$ cat config.mk
export PLATFORM = sky130hd
export DESIGN_NAME = uart_word_ctrl_flat
export DESIGN_NICKNAME = d
export VERILOG_FILES = /design/src/rtl/uart_word_ctrl_if.sv /design/src/rtl/uart_word_ctrl.sv /design/src/flat_wrapper.sv
export SDC_FILE = /design/constraint.sdc
export NUM_CORES = 1
export LEC_CHECK = 0
export ABC_AREA = 1
export BUFFER_PORTS_ARGS = -buffer_cell sky130_fd_sc_hd__buf_2
export CORE_MARGIN = 5
export CORE_UTILIZATION = 30
export DETAILED_ROUTE_END_ITERATION = 8
export HOLD_SLACK_MARGIN = 0.08
export SLEW_MARGIN = 20
export SYNTH_ARGS = -nofsm -noshare
export SYNTH_HDL_FRONTEND = slang
export SYNTH_SLANG_ARGS = --single-unit
$ cat constraint.sdc
create_clock -name clk -period 5.4 [get_ports clk]
set_input_delay 0 -clock clk [delete_from_list [all_inputs] [get_ports clk]]
set_output_delay 0 -clock clk [all_outputs]
set_load 0.01 [all_outputs]
$ cat src/rtl/uart_word_ctrl_if.sv
// Bundle of the byte-side FIFO/UART signals and the word-side client handshake
// seen by uart_word_ctrl. The master modport is the controller's view; the
// slave modport is the view of the datapath/client around it.
interface uart_word_ctrl_if #(
   parameter int NB_DATA = 8,
   parameter int NB_WORD = 32
);
   // RX FIFO (first-word-fall-through)
   logic               i_rx_empty;
   logic [NB_DATA-1:0] i_rdata;
   logic               o_rd;
   // TX FIFO and UART transmitter
   logic               i_tx_full;
   logic               i_tx_empty;
   logic               o_wr;
   logic [NB_DATA-1:0] o_wdata;
   logic               o_tx_start;
   logic               i_tx_done;
   // Word-wide client
   logic [NB_WORD-1:0] o_rx_word;
   logic               o_rx_valid;
   logic               i_rx_ready;
   logic [NB_WORD-1:0] i_tx_word;
   logic               i_tx_valid;
   logic               o_tx_ready;

   modport master (
      input  i_rx_empty, i_rdata, i_tx_full, i_tx_empty, i_tx_done,
             i_rx_ready, i_tx_word, i_tx_valid,
      output o_rd, o_wr, o_wdata, o_tx_start, o_rx_word, o_rx_valid, o_tx_ready
   );

   modport slave (
      output i_rx_empty, i_rdata, i_tx_full, i_tx_empty, i_tx_done,
             i_rx_ready, i_tx_word, i_tx_valid,
      input  o_rd, o_wr, o_wdata, o_tx_start, o_rx_word, o_rx_valid, o_tx_ready
   );
endinterface

$ cat src/rtl/uart_word_ctrl.sv
// Word/byte sequencing controller between a UART byte datapath and a word
// client. Three independent FSMs: RX word assembly with inter-byte timeout,
// TX word splitting into the TX FIFO, and one-start-per-done UART pacing.
module uart_word_ctrl #(
   parameter int NB_DATA    = 8,
   parameter int NB_WORD    = 32,
   parameter int NB_TIMEOUT = 16
) (
   input  logic                  clk,
   input  logic                  i_rst_n,
   uart_word_ctrl_if.master      bus,
   input  logic [NB_TIMEOUT-1:0] i_timeout,
   output logic                  o_rx_timeout,
   output logic                  o_busy
);
   localparam int                NB_BYTES  = NB_WORD / NB_DATA;
   localparam int                NB_CNT    = (NB_BYTES > 1) ? $clog2(NB_BYTES) : 1;
   localparam logic [NB_CNT-1:0] LAST_LANE = NB_CNT'(NB_BYTES - 1);

   localparam logic [0:0] RX_COLLECT = 1'b0;
   localparam logic [0:0] RX_HOLD    = 1'b1;
   localparam logic [0:0] TX_IDLE    = 1'b0;
   localparam logic [0:0] TX_PUSH    = 1'b1;
   localparam logic [0:0] S_IDLE     = 1'b0;
   localparam logic [0:0] S_WAIT     = 1'b1;

   logic                  en_q, en_d;
   logic [0:0]            rx_state_q, rx_state_d;
   logic [NB_CNT-1:0]     rcnt_q, rcnt_d;
   logic [NB_TIMEOUT-1:0] timer_q, timer_d, timer_inc;
   logic [NB_WORD-1:0]    rx_word_q, rx_word_d;
   logic                  rx_timeout_q, rx_timeout_d;
   logic                  rd;
   logic [0:0]            tx_state_q, tx_state_d;
   logic [NB_CNT-1:0]     tcnt_q, tcnt_d;
   logic [NB_WORD-1:0]    tx_word_q, tx_word_d;
   logic                  wr;
   logic [0:0]            st_state_q, st_state_d;
   logic                  tx_start;

   // Enable goes high on the first edge after reset; it keeps the FIFO pop and
   // UART start strobes low while reset is held even if the FIFOs are non-empty.
   always_comb begin
      en_d = 1'b1;
   end

   // RX: pop while collecting, place each byte in its lane, time out partial words.
   always_comb begin
      // NOTE: every variable gets a default first so no path leaves it unassigned
      // (which would infer a latch).
      rx_state_d   = rx_state_q;
      rcnt_d       = rcnt_q;
      timer_d      = timer_q;
      rx_word_d    = rx_word_q;
      rx_timeout_d = 1'b0;
      timer_inc    = timer_q + NB_TIMEOUT'(1);
      rd           = en_q && (rx_state_q == RX_COLLECT) && !bus.i_rx_empty;
      case (rx_state_q)
         RX_COLLECT: begin
            if (rd) begin
               // A pop always wins over a simultaneous timeout.
               rx_word_d[int'(rcnt_q) * NB_DATA +: NB_DATA] = bus.i_rdata;
               timer_d = '0;
               if (rcnt_q == LAST_LANE) begin
                  rcnt_d     = '0;
                  rx_state_d = RX_HOLD;
               end else begin
                  rcnt_d = rcnt_q + NB_CNT'(1);
               end
            end else if (rcnt_q != '0 && i_timeout != '0) begin
               if (timer_inc >= i_timeout) begin
                  rcnt_d       = '0;
                  timer_d      = '0;
                  rx_timeout_d = 1'b1;
               end else begin
                  timer_d = timer_inc;
               end
            end else begin
               timer_d = '0;
            end
         end
         default: begin
            // HOLD: word stays put and no pops until the client takes it.
            timer_d = '0;
            if (bus.i_rx_ready) rx_state_d = RX_COLLECT;
         end
      endcase
   end

   // TX word: latch client word, push lanes LSB first, stall while the FIFO is full.
   always_comb begin
      tx_state_d = tx_state_q;
      tcnt_d     = tcnt_q;
      tx_word_d  = tx_word_q;
      wr         = (tx_state_q == TX_PUSH) && !bus.i_tx_full;
      case (tx_state_q)
         TX_IDLE: begin
            if (bus.i_tx_valid) begin
               tx_word_d  = bus.i_tx_word;
               tcnt_d     = '0;
               tx_state_d = TX_PUSH;
            end
         end
         default: begin
            if (wr) begin
               if (tcnt_q == LAST_LANE) begin
                  tcnt_d     = '0;
                  tx_state_d = TX_IDLE;
               end else begin
                  tcnt_d = tcnt_q + NB_CNT'(1);
               end
            end
         end
      endcase
   end

   // Start sequencer: one start per byte, then wait for the UART's done pulse.
   always_comb begin
      st_state_d = st_state_q;
      tx_start   = en_q && (st_state_q == S_IDLE) && !bus.i_tx_empty;
      case (st_state_q)
         S_IDLE:  if (tx_start) st_state_d = S_WAIT;
         default: if (bus.i_tx_done) st_state_d = S_IDLE;
      endcase
   end

   // State registers for all three paths.
   always_ff @(posedge clk or negedge i_rst_n) begin
      if (!i_rst_n) begin
         // NOTE: sequential state uses non-blocking assignments so every flop
         // samples the pre-edge values regardless of process ordering.
         en_q         <= 1'b0;
         rx_state_q   <= RX_COLLECT;
         rcnt_q       <= '0;
         timer_q      <= '0;
         rx_word_q    <= '0;
         rx_timeout_q <= 1'b0;
         tx_state_q   <= TX_IDLE;
         tcnt_q       <= '0;
         tx_word_q    <= '0;
         st_state_q   <= S_IDLE;
      end else begin
         en_q         <= en_d;
         rx_state_q   <= rx_state_d;
         rcnt_q       <= rcnt_d;
         timer_q      <= timer_d;
         rx_word_q    <= rx_word_d;
         rx_timeout_q <= rx_timeout_d;
         tx_state_q   <= tx_state_d;
         tcnt_q       <= tcnt_d;
         tx_word_q    <= tx_word_d;
         st_state_q   <= st_state_d;
      end
   end

   assign bus.o_rd       = rd;
   assign bus.o_rx_word  = rx_word_q;
   assign bus.o_rx_valid = (rx_state_q == RX_HOLD);
   assign bus.o_wr       = wr;
   assign bus.o_wdata    = tx_word_q[int'(tcnt_q) * NB_DATA +: NB_DATA];
   assign bus.o_tx_ready = (tx_state_q == TX_IDLE);
   assign bus.o_tx_start = tx_start;
   assign o_rx_timeout   = rx_timeout_q;
   assign o_busy         = (rx_state_q != RX_COLLECT) || (rcnt_q != '0) ||
                           (tx_state_q != TX_IDLE) || (st_state_q != S_IDLE) ||
                           !bus.i_tx_empty;
endmodule

$ cat src/flat_wrapper.sv
// flat-port wrapper written by rule: the top's interface ports become plain ports
module uart_word_ctrl_flat 
#(
   parameter int NB_DATA    = 8,
   parameter int NB_WORD    = 32,
   parameter int NB_TIMEOUT = 16
)
  (clk, i_rst_n, i_timeout, o_rx_timeout, o_busy, bus_i_rx_empty, bus_i_rdata, bus_i_tx_full, bus_i_tx_empty, bus_i_tx_done, bus_i_rx_ready, bus_i_tx_word, bus_i_tx_valid, bus_o_rd, bus_o_wr, bus_o_wdata, bus_o_tx_start, bus_o_rx_word, bus_o_rx_valid, bus_o_tx_ready);
  uart_word_ctrl_if #(.NB_DATA(NB_DATA), .NB_WORD(NB_WORD)) bus_i ();
  input  logic clk;
  input  logic i_rst_n;
  input  logic [NB_TIMEOUT-1:0] i_timeout;
  output logic o_rx_timeout;
  output logic o_busy;
  input wire logic [$bits(bus_i.i_rx_empty)-1:0] bus_i_rx_empty;
  input wire logic [$bits(bus_i.i_rdata)-1:0] bus_i_rdata;
  input wire logic [$bits(bus_i.i_tx_full)-1:0] bus_i_tx_full;
  input wire logic [$bits(bus_i.i_tx_empty)-1:0] bus_i_tx_empty;
  input wire logic [$bits(bus_i.i_tx_done)-1:0] bus_i_tx_done;
  input wire logic [$bits(bus_i.i_rx_ready)-1:0] bus_i_rx_ready;
  input wire logic [$bits(bus_i.i_tx_word)-1:0] bus_i_tx_word;
  input wire logic [$bits(bus_i.i_tx_valid)-1:0] bus_i_tx_valid;
  output wire logic [$bits(bus_i.o_rd)-1:0] bus_o_rd;
  output wire logic [$bits(bus_i.o_wr)-1:0] bus_o_wr;
  output wire logic [$bits(bus_i.o_wdata)-1:0] bus_o_wdata;
  output wire logic [$bits(bus_i.o_tx_start)-1:0] bus_o_tx_start;
  output wire logic [$bits(bus_i.o_rx_word)-1:0] bus_o_rx_word;
  output wire logic [$bits(bus_i.o_rx_valid)-1:0] bus_o_rx_valid;
  output wire logic [$bits(bus_i.o_tx_ready)-1:0] bus_o_tx_ready;
  assign bus_i.i_rx_empty = bus_i_rx_empty;
  assign bus_i.i_rdata = bus_i_rdata;
  assign bus_i.i_tx_full = bus_i_tx_full;
  assign bus_i.i_tx_empty = bus_i_tx_empty;
  assign bus_i.i_tx_done = bus_i_tx_done;
  assign bus_i.i_rx_ready = bus_i_rx_ready;
  assign bus_i.i_tx_word = bus_i_tx_word;
  assign bus_i.i_tx_valid = bus_i_tx_valid;
  assign bus_o_rd = bus_i.o_rd;
  assign bus_o_wr = bus_i.o_wr;
  assign bus_o_wdata = bus_i.o_wdata;
  assign bus_o_tx_start = bus_i.o_tx_start;
  assign bus_o_rx_word = bus_i.o_rx_word;
  assign bus_o_rx_valid = bus_i.o_rx_valid;
  assign bus_o_tx_ready = bus_i.o_tx_ready;
  uart_word_ctrl #(.NB_DATA(NB_DATA), .NB_WORD(NB_WORD), .NB_TIMEOUT(NB_TIMEOUT)) u_core (.clk(clk), .i_rst_n(i_rst_n), .bus(bus_i), .i_timeout(i_timeout), .o_rx_timeout(o_rx_timeout), .o_busy(o_busy));
endmodule
==> flow_summary_export.csv <==
group,metric,value,unit
run_status,status,"completed",
route,wl_per_cell,14.5,um
clock_tree,cts_tree,"yes",
yosys,avgSynthCellArea,9.13,um^2
floorplanning,core_area,0.0152,mm^2
timing,setup_violations,0,
clock_tree,cts.sinks,89,
layout,final_cell_mix,"buf_2 (109), dfrtp_1 (89), nand2_1 (68), inv_1 (67), nor2_1 (67)",
global_route,grt_max_degree,58,
worst_setup_path,cp_data_required_time,5.62,ns
clock_tree,cts.htree.levels,3,
route,vias_per_cell,4.53,
global_route,grt_pass1_vias,3978,
layout,multi_input_area,0.00207,mm^2
clock_tree,cts.clk_slew.worst_paths,0.06,ns
yosys,synth_cells,510,
floorplanning,die_h,135,um
timing,rsz0062_at_grt,"no",
worst_setup_path,crit_path_end_kind,"flop",
floorplanning,dieArea,0.0181,mm^2
layout,n_fill_cell,1512,
route,dr.first_iter.drc_count,215,
worst_setup_path,crit_arrival,2.91,ns
timing,fin_setup_tns,0,ns
route,routed_wl,12500,um
timing,fmaxAchievable,372,MHz
timing,fin_skew,0.00895,ns
timing,period_needed,2.69,ns
route,first_pass_iters,5,
yosys,synth_edf_count,0,
yosys,async_flop_share,1.00,
worst_setup_path,start_kind,"flop",
run,drv_cap,0,
layout,regArea,0.00223,mm^2
global_route,grt_pass1_wl,20700,um
worst_setup_path,critPathKind,"flop to flop",
min_path,hold_path_class,"input port to async pin",
clock_tree,ctsResizeCount,0,
timing,hold_violations,0,
route,ant_nets,0,
global_route,grtUsageTotal,0.144,
yosys,synthesis.area,0.00466,mm^2
placed_design,portBuffers,110,
clock_tree,cts_buffer_depth,2,
power_and_ir_drop,power.internal,1830,uW
clock_tree,root_buffer,"clkbuf_16",
yosys,yosys.area.top_type,"dfrtp_1",
power_and_ir_drop,switching_share,0.372,
power_and_ir_drop,combPwrFrac,0.383,
layout,areaGrowthSynthToFinish,32.9,%
yosys,synth_seq_cells,89,
power_and_ir_drop,total_power,2920,uW
yosys,synthTopCellsByArea,"dfrtp_1 (48%), mux2_2 (7.7%), ha_1 (6.4%)",
yosys,synth_ff_type,"dfrtp_1",
layout,layout.nets,756,
global_route,antenna_found_initial,0,
power_and_ir_drop,p_leak,0.00317,uW
route,vias,3902,
floorplanning,num_io_pins,111,
timing,worstMarginPinSlew,0.715,ns
yosys,synth_nets,598,
power_and_ir_drop,vdd_drop_max,0.258,mV
worst_setup_path,cp_max_fo,16,
timing,maxSlewViolCount,0,
yosys,synth_warnings,0,
clock_tree,clock_latency,0.34,ns
floorplanning,row_count,45,
power_and_ir_drop,seq_power_share,0.381,
yosys,synth_top_area_frac,0.478,
power_and_ir_drop,switching_power,1090,uW
global_route,grt-ovfl-total,0,
layout,diodes,0,
floorplanning,initial_core_util,0.306,
layout,fin_util,0.407,
clock_tree,numCtsBuffers,9,
power_and_ir_drop,pwr-share-clk,0.236,
placed_design,gp_congestion,0.822,
route,route.detailed.drc,0,
power_and_ir_drop,power.density,472,mW/mm^2
timing,relSlewSlack,0.523,
floorplanning,die_w,135,um
layout,final_common_cell,"buf_2",
placed_design,hpwl,8910,um
yosys,synth-seq-area-share,0.478,
timing,min_period_over_period,0.497,
layout,drive_above_1_share,0.270,
yosys,yosys.cell_types.count,37,
## layer usage
| metal | vias up | part of all wire | GRT usage |
|---|---|---|---|
| li1 | 1988 | - | - |
| met1 | 1768 | 0.44 | 0.186 |
| met2 | 122 | 0.46 | 0.221 |
| met3 | 24 | 0.072 | 0.0443 |
| met4 | 0 | 0.026 | 0.0656 |
| met5 | - | 0 | 0 |
## state kept, by name (all words and copies together) (netlist names)
name                   cells
u_core.bus.o_rx_valid      1
u_core.bus.o_rx_word      32
u_core.en_q                1
u_core.o_rx_timeout        1
u_core.rcnt_q              2
u_core.st_state_q          1
u_core.tcnt_q              2
u_core.timer_q            16
u_core.tx_state_q          1
u_core.tx_word_q          32
## power groups by stage
stage	Combinational (uW)	Clock (uW)	Sequential, uW
after CTS	1120	714	1110
after detailed placement	1090	0	1110
after floorplan	696	0	1110
after global placement	1070	0	1110
after global routing	1240	741	1150
final	1120	690	1110
## cell type report
class | count | share of cell area
sequential | 89 | 0.360
multi-input combinational | 336 | 0.335
inverter | 72 | 0.0441
timing repair buffer | 160 | 0.169
clock inverter | 4 | 0.0121
tap | 188 | 0.0380
clock buffer | 12 | 0.0414
## stage by stage
step	setup slack, ns	hold slack, ns	instance area, um^2	cells
6_report	2.71	0.140	6190	861
5_1_grt	2.42	0.176	6190	861
4_1_cts	2.69	0.143	6190	861
3_5_place_dp	2.70	-0.0298	5380	797
3_3_place_gp	2.77	-0.0269	5380	797
2_1_floorplan	2.97	-0.296	4660	510
## final timing paths
| kind | start | to | slack (ns) | cells past startpoint |
|---|---|---|---|---|
| worst max-delay path | u_core.timer_q[0]$_DFF_PN0_ | u_core.timer_q[8]$_DFF_PN0_ | 2.71 | 15 |
| worst min-delay path | i_rst_n | u_core.bus.o_rx_word[0]$_DFFE_PN0P_ | 0.14 | 2 |
| worst max register to register | u_core.timer_q[0]$_DFF_PN0_ | u_core.timer_q[8]$_DFF_PN0_ | 2.71 | 15 |
| worst min register to register | u_core.bus.o_rx_word[26]$_DFFE_PN0P_ | u_core.bus.o_rx_word[26]$_DFFE_PN0P_ | 0.49 | 1 |
| max in group asynchronous | i_rst_n | u_core.tx_word_q[19]$_DFFE_PN0P_ | 4.19 | 3 |
| min in group clk | bus_i_tx_empty | bus_o_tx_start | 0.29 | 3 |
## repair_timing
item / in CTS / in global routing
setup buffers: 0 / 0
hold buffers: 48 / 0
hold endpoints to repair: 101 / 0
## cell usage after synthesis (3+ instances only)
cell and instances:
mux2_2 32, nand2_1 68, nor3_1 3, nor2_4 3
a21oi_2 4, inv_2 4, xor2_1 7, buf_2 7
nor3_2 4, o21ai_0 30, o22ai_1 10, buf_6 3
nand4_1 13, nor2_1 67, ha_1 24, o21ai_1 8
a21oi_1 19, nand3_1 24, o21a_1 5, dfrtp_1 89
inv_1 67
## kinds of logic after synthesis
kind of cell | Yosys count | synth area share
adders and majority gates | 24 | 0.0645
other | 1 | 0.000805
and+or+nand+nor | 191 | 0.190
xor gates and xnor gates | 9 | 0.0169
muxes | 32 | 0.0774
DFF | 89 | 0.478
buffers and inverters | 85 | 0.0766
AOI/OAI and AO/OA | 79 | 0.0954
## worst max-delay path, stage by stage (launching register included)
cell and delay, ns:
dfrtp_1 0.44, ha_1 0.24, and3_2 0.25, nand3_2 0.09
nor2_1 0.06, or2_2 0.26, nand2_1 0.08, inv_1 0.04
ha_1 0.27, nand2_1 0.07, nor3_1 0.18, nand2_1 0.07
nand2_1 0.12, inv_2 0.05, nand2_2 0.26, nor2_1 0.09
(Power assumes the default switching activity.)
